File: src/rtl/ws2812_pkg.sv
// Shared constants and state encodings for the WS2812 frame loader.
package ws2812_pkg;

   localparam logic [7:0] SYNC_BYTE_DEFAULT = 8'hA5;
   localparam int         BITS_PER_LED      = 24;
   localparam int         RESTART_CYCLES    = 64;

   typedef enum logic [1:0] {
      RX_HUNT,
      RX_PAYLOAD,
      RX_CHECK,
      RX_COMMIT
   } rx_state_t;

   typedef enum logic [1:0] {
      SD_IDLE,
      SD_START,
      SD_WAIT_LO,
      SD_WAIT_HI
   } sd_state_t;

endpackage

File: src/rtl/ws2812_ready_sync.sv
// Two-flop synchroniser for the driver's ready flag; output is 0 during reset.
module ws2812_ready_sync (
   input  logic i_Clock,
   input  logic i_Reset_n,
   input  logic i_Async,
   output logic o_Sync
);

   logic meta_q;
   logic sync_q;

   always_ff @(posedge i_Clock) begin
      if (!i_Reset_n) begin
         meta_q <= 1'b0;
         sync_q <= 1'b0;
      end else begin
         meta_q <= i_Async;
         sync_q <= meta_q;
      end
   end

   assign o_Sync = sync_q;

endmodule

File: src/rtl/ws2812_frame_loader.sv
// Assembles sync-framed UART packets into a double-buffered WS2812 frame.
// Optional trailing XOR checksum byte enabled by WS2812_FRAME_CHECKSUM_EN.
//
// rx state   | meaning
// RX_HUNT    | waiting for SYNC_BYTE
// RX_PAYLOAD | collecting NUM_LEDS*3 payload bytes
// RX_CHECK   | waiting for the checksum byte (checksum build only)
// RX_COMMIT  | copy work buffer into pending buffer
//
// send state | meaning
// SD_IDLE    | waiting for a pending frame and an idle driver
// SD_START   | o_Start asserted
// SD_WAIT_LO | waiting for the driver to drop ready; restarts every 64 cycles
// SD_WAIT_HI | waiting for the driver to finish
module ws2812_frame_loader
   import ws2812_pkg::*;
#(
   parameter int         CLOCK_FREQUENCY = 100000000,
   parameter int         NUM_LEDS        = 3,
   parameter logic [7:0] SYNC_BYTE       = SYNC_BYTE_DEFAULT,
   parameter int         TIMEOUT_US      = 1000
) (
   input  logic                           i_Clock,
   input  logic                           i_Reset_n,
   input  logic                           i_Rx_DV,
   input  logic [7:0]                     i_Rx_Byte,
   input  logic                           i_Ready,
   output logic                           o_Start,
   output logic [NUM_LEDS*BITS_PER_LED-1:0] o_Frame,
   output logic                           o_Busy,
   output logic                           o_Overrun,
   output logic                           o_Error
);

   localparam int FRAME_W   = NUM_LEDS * BITS_PER_LED;
   localparam int NUM_BYTES = NUM_LEDS * 3;
   localparam int IDX_W     = $clog2(NUM_BYTES);
   localparam int TO_CYCLES = CLOCK_FREQUENCY / 1000000 * TIMEOUT_US;
   localparam int GAP_W     = $clog2(TO_CYCLES);
   localparam int REP_W     = $clog2(RESTART_CYCLES);

   localparam logic [GAP_W-1:0] GAP_LAST  = GAP_W'(TO_CYCLES - 1);
   localparam logic [IDX_W-1:0] IDX_LAST  = IDX_W'(NUM_BYTES - 1);
   // START occupies one cycle, so WAIT_LO counts the remaining 63.
   localparam logic [REP_W-1:0] REP_LOAD  = REP_W'(RESTART_CYCLES - 2);

   rx_state_t          rx_q, rx_d;
   sd_state_t          sd_q, sd_d;
   logic [IDX_W-1:0]   byte_idx_q, byte_idx_d;
   logic [GAP_W-1:0]   gap_q, gap_d;
   logic [FRAME_W-1:0] work_q, work_d;
   logic [FRAME_W-1:0] pend_q, pend_d;
   logic [FRAME_W-1:0] frame_q, frame_d;
   logic               pending_q, pending_d;
   logic [REP_W-1:0]   rep_q, rep_d;
   logic               err_q, err_d;
   logic               ovr_q, ovr_d;
   logic               rdy_s;
   logic               timeout;
`ifdef WS2812_FRAME_CHECKSUM_EN
   logic [7:0]         xor_q, xor_d;
`endif

   ws2812_ready_sync u_ready_sync (
      .i_Clock   (i_Clock),
      .i_Reset_n (i_Reset_n),
      .i_Async   (i_Ready),
      .o_Sync    (rdy_s)
   );

   assign timeout = (gap_q == GAP_LAST) && !i_Rx_DV;

   always_comb begin
      rx_d       = rx_q;
      sd_d       = sd_q;
      byte_idx_d = byte_idx_q;
      gap_d      = gap_q;
      work_d     = work_q;
      pend_d     = pend_q;
      frame_d    = frame_q;
      pending_d  = pending_q;
      rep_d      = rep_q;
      err_d      = 1'b0;
      ovr_d      = 1'b0;
`ifdef WS2812_FRAME_CHECKSUM_EN
      xor_d      = xor_q;
`endif

      if (i_Rx_DV) begin
         gap_d = '0;
      end else if (gap_q != GAP_LAST) begin
         gap_d = gap_q + 1'b1;
      end

      case (rx_q)
         RX_HUNT: begin
            if (i_Rx_DV && (i_Rx_Byte == SYNC_BYTE)) begin
               byte_idx_d = '0;
               rx_d       = RX_PAYLOAD;
`ifdef WS2812_FRAME_CHECKSUM_EN
               xor_d      = '0;
`endif
            end
         end
         RX_PAYLOAD: begin
            if (i_Rx_DV) begin
               for (int i = 0; i < NUM_BYTES; i++) begin
                  if (byte_idx_q == IDX_W'(i)) begin
                     work_d[8*(NUM_BYTES-1-i) +: 8] = i_Rx_Byte;
                  end
               end
               byte_idx_d = byte_idx_q + 1'b1;
`ifdef WS2812_FRAME_CHECKSUM_EN
               xor_d = xor_q ^ i_Rx_Byte;
               if (byte_idx_q == IDX_LAST) rx_d = RX_CHECK;
`else
               if (byte_idx_q == IDX_LAST) rx_d = RX_COMMIT;
`endif
            end else if (timeout) begin
               err_d = 1'b1;
               rx_d  = RX_HUNT;
            end
         end
         RX_CHECK: begin
`ifdef WS2812_FRAME_CHECKSUM_EN
            if (i_Rx_DV) begin
               if (i_Rx_Byte == xor_q) begin
                  rx_d = RX_COMMIT;
               end else begin
                  err_d = 1'b1;
                  rx_d  = RX_HUNT;
               end
            end else if (timeout) begin
               err_d = 1'b1;
               rx_d  = RX_HUNT;
            end
`else
            rx_d = RX_HUNT;
`endif
         end
         RX_COMMIT: begin
            pend_d    = work_q;
            ovr_d     = pending_q;
            pending_d = 1'b1;
            rx_d      = RX_HUNT;
         end
         default: rx_d = RX_HUNT;
      endcase

      // A commit in the same cycle takes priority; the transfer retries next cycle.
      case (sd_q)
         SD_IDLE: begin
            if (pending_q && rdy_s && (rx_q != RX_COMMIT)) begin
               frame_d   = pend_q;
               pending_d = 1'b0;
               sd_d      = SD_START;
            end
         end
         SD_START: begin
            rep_d = REP_LOAD;
            sd_d  = SD_WAIT_LO;
         end
         SD_WAIT_LO: begin
            if (!rdy_s) begin
               sd_d = SD_WAIT_HI;
            end else if (rep_q == '0) begin
               sd_d = SD_START;
            end else begin
               rep_d = rep_q - 1'b1;
            end
         end
         SD_WAIT_HI: begin
            if (rdy_s) sd_d = SD_IDLE;
         end
         default: sd_d = SD_IDLE;
      endcase
   end

   always_ff @(posedge i_Clock) begin
      if (!i_Reset_n) begin
         rx_q       <= RX_HUNT;
         sd_q       <= SD_IDLE;
         byte_idx_q <= '0;
         gap_q      <= '0;
         work_q     <= '0;
         pend_q     <= '0;
         frame_q    <= '0;
         pending_q  <= 1'b0;
         rep_q      <= '0;
         err_q      <= 1'b0;
         ovr_q      <= 1'b0;
`ifdef WS2812_FRAME_CHECKSUM_EN
         xor_q      <= '0;
`endif
      end else begin
         rx_q       <= rx_d;
         sd_q       <= sd_d;
         byte_idx_q <= byte_idx_d;
         gap_q      <= gap_d;
         work_q     <= work_d;
         pend_q     <= pend_d;
         frame_q    <= frame_d;
         pending_q  <= pending_d;
         rep_q      <= rep_d;
         err_q      <= err_d;
         ovr_q      <= ovr_d;
`ifdef WS2812_FRAME_CHECKSUM_EN
         xor_q      <= xor_d;
`endif
      end
   end

   assign o_Start   = (sd_q == SD_START);
   assign o_Frame   = frame_q;
   assign o_Busy    = (rx_q != RX_HUNT);
   assign o_Overrun = ovr_q;
   assign o_Error   = err_q;

endmodule

File: config.mk
export PLATFORM = sky130hd
export DESIGN_NAME = ws2812_frame_loader
export DESIGN_NICKNAME = d
export VERILOG_FILES = /design/src/rtl/ws2812_pkg.sv /design/src/rtl/ws2812_ready_sync.sv /design/src/rtl/ws2812_frame_loader.sv
export SDC_FILE = /design/constraint.sdc
export NUM_CORES = 1
export LEC_CHECK = 0
export ABC_AREA = 1
export CAP_MARGIN = 20
export CELL_PAD_IN_SITES_DETAIL_PLACEMENT = 0
export CELL_PAD_IN_SITES_GLOBAL_PLACEMENT = 1
export CORE_ASPECT_RATIO = 0.8
export CORE_MARGIN = 4
export CORE_UTILIZATION = 25
export CTS_CLUSTER_DIAMETER = 60
export DETAILED_ROUTE_END_ITERATION = 16
export PLACE_DENSITY_LB_ADDON = 0.1
export RECOVER_POWER = 100
export SETUP_SLACK_MARGIN = 0.4
export SYNTH_ARGS = -nofsm -noshare
export SYNTH_HDL_FRONTEND = slang
export SYNTH_SLANG_ARGS = --single-unit
File: constraint.sdc
create_clock -name i_Clock -period 2.7 [get_ports i_Clock]
set_clock_uncertainty 0.05 [all_clocks]
set_input_delay 0.27 -clock i_Clock [delete_from_list [all_inputs] [get_ports i_Clock]]
set_output_delay 0.27 -clock i_Clock [all_outputs]
set_load 0.02 [all_outputs]
=== Word-level counts from Yosys, hierarchy flattened ===
Cells that the tools add are included.

* Register bits after elaboration: 252
* Logic and storage cells: 103
* Output and inout bits: 76

* Muxes and demuxes: 20
* Eq/ne operators: 27
* Bitwise logic cells: 2
* Reductions and logical operators: 30
* Add/sub/neg operators: 3

{| class="wikitable"
|+ Operator list
! cell !! count
|-
| $reduce_and A3 Y1 || 13
|-
| $add A17 B1 Y17 const B || 1
|-
| $eq A17 B17 Y1 const B || 1
|-
| $ne A17 B17 Y1 const B || 1
|-
| $eq A4 B3 Y1 const B || 4
|-
| $mux W2 || 8
|-
| $mux W6 || 2
|-
| $pmux W6 S2 || 1
|-
| $ne A2 B2 Y1 const B || 5
|-
| $ne A3 B3 Y1 const B || 3
|-
| $eq A2 B2 Y1 const B || 4
|-
| $eq A4 B2 Y1 const B || 2
|-
| $eq A8 B8 Y1 const B || 1
|-
| $mux W4 || 2
|-
| $pmux W2 S4 || 1
|-
| $pmux W4 S2 || 1
|-
| $logic_not A6 Y1 || 1
|-
| $pmux W2 S3 || 1
|-
| $reduce_bool A2 Y1 || 3
|-
| $sub A6 B1 Y6 const B || 1
|-
| $add A4 B1 Y4 const B || 1
|-
| $eq A2 B1 Y1 const B || 2
|-
| $eq A4 B1 Y1 const B || 1
|-
| $eq A4 B4 Y1 const B || 1
|-
| 10 further kinds || 21
|}

=== Longest topological paths before layout ===
* Depth in word-level cells: 5
* Depth in mapped cells: 10
* Gate-level depth less buffers: 9

=== By module ===
From an unflattened synthesis, not the netlist that was laid out.

* Cells, all modules: 1215
* Area, all modules: 9514.1 µm²

{| class="wikitable"
|+ By module, submodules not included
! module !! sequential area each (µm²) !! times used !! cells an instance !! area an instance (µm²)
|-
| ws2812_frame_loader || 5004.8 || 1 || 1209 || 9459.1
|-
| ws2812_ready_sync || 40.0 || 1 || 6 || 55.1
|}

=== Worst setup path after synthesis ===
No wires, ideal clock.

* Path kind: flip-flop to flip-flop
* From: reg byte_idx_q[0]
* To: reg work_q[1]
* Library setup time: 123 ps
* Arrival time: 1369 ps
* Clock period less this slack: 1542 ps
* Setup slack: 1158 ps
* Buffers on the path: 0
* Stages on the path, launching flop included: 9
* Cells stage by stage: dfxtp_1 inv_1 ha_1 nand2_1 nor2_1 nand2_1 clkinv_1 o21ai_0 a21oi_1

* Word-level cells in the longest chain between the ends: 2

{| class="wikitable"
|+ RTL lines
! item !! line !! text
|-
| start: declaration || ws2812_frame_loader.sv:49 || <nowiki>logic [IDX_W-1:0] byte_idx_q, byte_idx_d;</nowiki>
|-
| start signal: assignment || ws2812_frame_loader.sv:198 || <nowiki>byte_idx_q <= byte_idx_d;</nowiki>
|-
| $eq A4 B4 Y1 || ws2812_frame_loader.sv:108 || <nowiki>if (byte_idx_q == IDX_W'(i)) begin</nowiki>
|-
| $reduce_and A3 Y1 (no line) || n/a ||
|-
| end signal: assignment || ws2812_frame_loader.sv:200 || <nowiki>work_q <= work_d;</nowiki>
|-
| end: declaration || ws2812_frame_loader.sv:51 || <nowiki>logic [FRAME_W-1:0] work_q, work_d;</nowiki>
|}

Every way passes these cells.
A chain may end at the register's enable or synchronous reset.

=== Worst setup path in the final report ===
* From: reg rx_q[0]
* To: out o_Busy

* Word-level cells in the longest chain between the ends: 1

{| class="wikitable"
|+ RTL lines
! item !! line !! text
|-
| start: declaration || ws2812_frame_loader.sv:47 || <nowiki>rx_state_t rx_q, rx_d;</nowiki>
|-
| start signal: assignment || ws2812_frame_loader.sv:196 || <nowiki>rx_q <= rx_d;</nowiki>
|-
| $reduce_bool A2 Y1 || ws2812_frame_loader.sv:215 || <nowiki>assign o_Busy = (rx_q != RX_HUNT);</nowiki>
|-
| end: declaration || ws2812_frame_loader.sv:30 || <nowiki>output logic o_Busy,</nowiki>
|}

Every way passes these cells.

==> impl_results.md <==
* DRC at 0
* F_max at 0.4509 GHz
* # setup viols final at 0
* Main area contributors after synthesis: dfxtp_1 53%, nor2_1 12%, o21ai_0 12%
* Synth-to-layout area growth at 22.64%
* CP peak stage delay at 0.68 ns
* Number of synthesized register bits at 252
* Worst-Skew Late Latency at around 0.56 ns
* Worst slew pin tran at 1.073 ns
* H-tree levels at 1
* Die area at 0.04145 mm^2
* Chip width at between 200 and 250 um
* First-pass GRT wire length at 41500 um
* Ys Warns at 0
* Slowest CP cell: dlygate4sd3_1
* Synth unique cells at 32
* Buf/Inv on CP at 2
* Cell family with most CP delay: buffers and inverters
* # IOs at 88
* Leakage at 4.598 nW
* Async SR Flop Fraction at 0%
* Ys flop type: dfxtp_1
* CTS root buffer: clkbuf_16
* Critical Path AT at 1.90 ns
* Max-Slew Margin vs Limit at 27.91%
* GRT met2 Usage at 18.19%
* Reg-to-Reg Start: rx_q[1]$_SDFFE_PN0P_
* Vias in the first global route at 7693
* # clock sinks at about 250
* Max Cap Viol at 0
* Levels on crit path at 3
* Synth Cell Area at around 0.0096 mm^2
* Synthesized instance count at 1229
* GRT Overall Usage at 12.12%
* Startpoint type of the worst setup path: flip-flop
* # rows at 63
* Initial antenna violation count at 0
* Final period utilization at 82.14%
* Clock transition at the registers of the reported paths at 0.06 ns
* CTS Hold Bufs at 0
* Min cycle time layout at 2.218 ns
* CTS Buf Count at 29
* CP Data Required Time at 2.38 ns
* Post-layout util at a little under a third
* Syn_nets at 1253
* Max-slew violations at 0
* Final Hold Fails at 0
* Critical path endpoint: o_Busy
* M1 GR Usage at 17.81%
* Layout cells sized above 1 at 5.391%
* FILL cells at 4052
* Initial DRC count at 327
* Post-detailed-route count of antenna-violating nets at 0
* Syn Area/Cell at 7.779 um^2
* Post-CTS setup buffer count at 0
* Seq/Total Area, Yosys at approximately 53%
* Crit. Startpoint: rx_q[0]$_SDFFE_PN0P_
* Peak VDD IR at 0.3377 mV
* RSZ-0062 raised after global routing: no
* DRT Pass-1 Iters at 4
* Post-synth EDFFs at 0
* Busiest grt layer: met2
* CTS Buffer Depth at 3
* FF-to-FF End: work_q[13]$_SDFFE_PN0P_
* R2R cell count at 8
* GRT overflow at 0
* Starting Density at 25.59%
* GR Util met3 at 2.512%
* Core Footprint at about 0.037 mm^2
* Worst min path class: primary input to flip-flop
* CTS resizes at 0
* Synth top area share at 52.77%
* Sequential Area at 0.005045 mm^2
* Most common cell in the netlist: nor2_1
* Outcome: finished clean
* CP Max Fanout at 4
* PortBufs at 87
* Largest net degree at the start of global routing at 225
* Vias per cell at 4.314
* Final #Nets at 1321
* Routed vias at 7783
* Die height at 182.9 um
* N_diodes at 0
* Worst R2R Setup Slack at 0.52 ns
* HPWL Detailed at 15810 um
* GP Congestion at 0.7368
* Top post-synthesis cells by count: 306 x nor2_1, 252 x dfxtp_1, 225 x o21ai_0
* Synth area leader: dfxtp_1
* Overall routed net length at approximately 25000 um
* Critical setup path kind: flip-flop to output pin
* Multi-input gate area at 0.003664 mm^2
* CP Capture Type: output pin
* Cell area power density at 656.6 mW/mm^2
* Final setup TNS at 0 ns
* Cell chain of the critical path: nor2_1 -> inv_1 -> dlygate4sd3_1
* CTS tree: built
* WL per Instance at 13.98 um
[per-stage QoR]
stage / setup WS [ns] / cells / instance area [um^2] / hold WS, ns / total power (W)
CTS: 0.4567 / 1804 / 11800 / 0.1821 / 0.007895
floorplan: 1.158 / 1229 / 9560 / 0.3176 / 0.003917
finish: 0.4823 / 1804 / 11730 / 0.2200 / 0.007699
global route: 0.2354 / 1804 / 11730 / 0.2098 / 0.008033
detailed placement: 0.6022 / 1753 / 10880 / 0.3455 / 0.004002
global placement: 0.6094 / 1753 / 10880 / 0.3470 / 0.004002
[registers in the layout (all words and copies together) (netlist names), 2 cells and up]
| name | flops |
|---|---|
| rep_q | 6 |
| o_Frame | 72 |
| pend_q | 72 |
| sd_q | 2 |
| rx_q | 2 |
| work_q | 72 |
| gap_q | 17 |
| byte_idx_q | 4 |
[cell families after synthesis]
logic type / after synthesis / synth area share (%)
compound gates: 342 / 18.02
xor+xnor: 3 / 0.2749
fa+ha+maj: 12 / 1.570
buf+inv: 190 / 8.337
flops: 252 / 52.77
simple gates: 430 / 19.03
[where the power goes]
part           switching (W)  internal, W
combinational       0.000133    0.0000548
clock                0.00155      0.00223
sequential        0.00000234      0.00372
[how the worst min path moves through the flow]
stage / from / end / slack [ns] / depth (start not counted)
4_1_cts: i_Reset_n / rx_q[1]$_SDFFE_PN0P_ / 0.18 / 4
6_report: i_Reset_n / u_ready_sync.o_Sync$_SDFF_PN0_ / 0.22 / 4
3_5_place_dp: u_ready_sync.meta_q$_SDFF_PN0_ / u_ready_sync.o_Sync$_SDFF_PN0_ / 0.35 / 2
3_3_place_gp: u_ready_sync.meta_q$_SDFF_PN0_ / u_ready_sync.o_Sync$_SDFF_PN0_ / 0.35 / 2
2_1_floorplan: i_Ready / u_ready_sync.meta_q$_SDFF_PN0_ / 0.32 / 2
5_1_grt: i_Ready / u_ready_sync.meta_q$_SDFF_PN0_ / 0.21 / 3
[final cells by class]
class	instances	area share, %
clock buffer	44	7.182
clock inverter	7	0.6083
inverter	125	4.002
multi-input combinational	787	31.25
sequential	252	43.03
tap	487	5.197
timing repair buffer	102	8.740
[metal layers]
layer  routed length, um  share of wire [%]
met1               13230                 52
met2               10480                 42
met3                 907                3.6
met4                 591                2.3
met5                   0                  0
[worst register-to-register path, stage by stage, from the launching register on]
cell,delay (ns)
dfxtp_1,0.33
clkinv_1,0.05
nand2_1,0.14
inv_2,0.14
nand2_4,0.13
nor3_1,0.85
inv_2,0.18
nor2_1,0.15
nor2_1,0.06
[cell usage in the layout, fill, tap and decap left out, types with 2 or more instances in the layout]
master	n
clkinv_1	3
dlygate4sd3_1	77
inv_2	2
a21oi_1	106
clkinv_2	3
ha_1	12
dfxtp_1	252
clkdlybuf4s50_1	9
nand2_1	67
inv_6	2
clkbuf_16	29
buf_4	10
nor2_1	310
nand3_1	19
nand2_2	3
inv_1	120
nor3_1	8
nand4_1	12
o21ai_1	6
buf_12	4
nor3_4	4
a31oi_1	2
xnor2_1	2
clkbuf_8	6
or2_2	3
o21ai_0	225
clkbuf_1	10
Note: power is estimated with default switching activity, not from simulation.
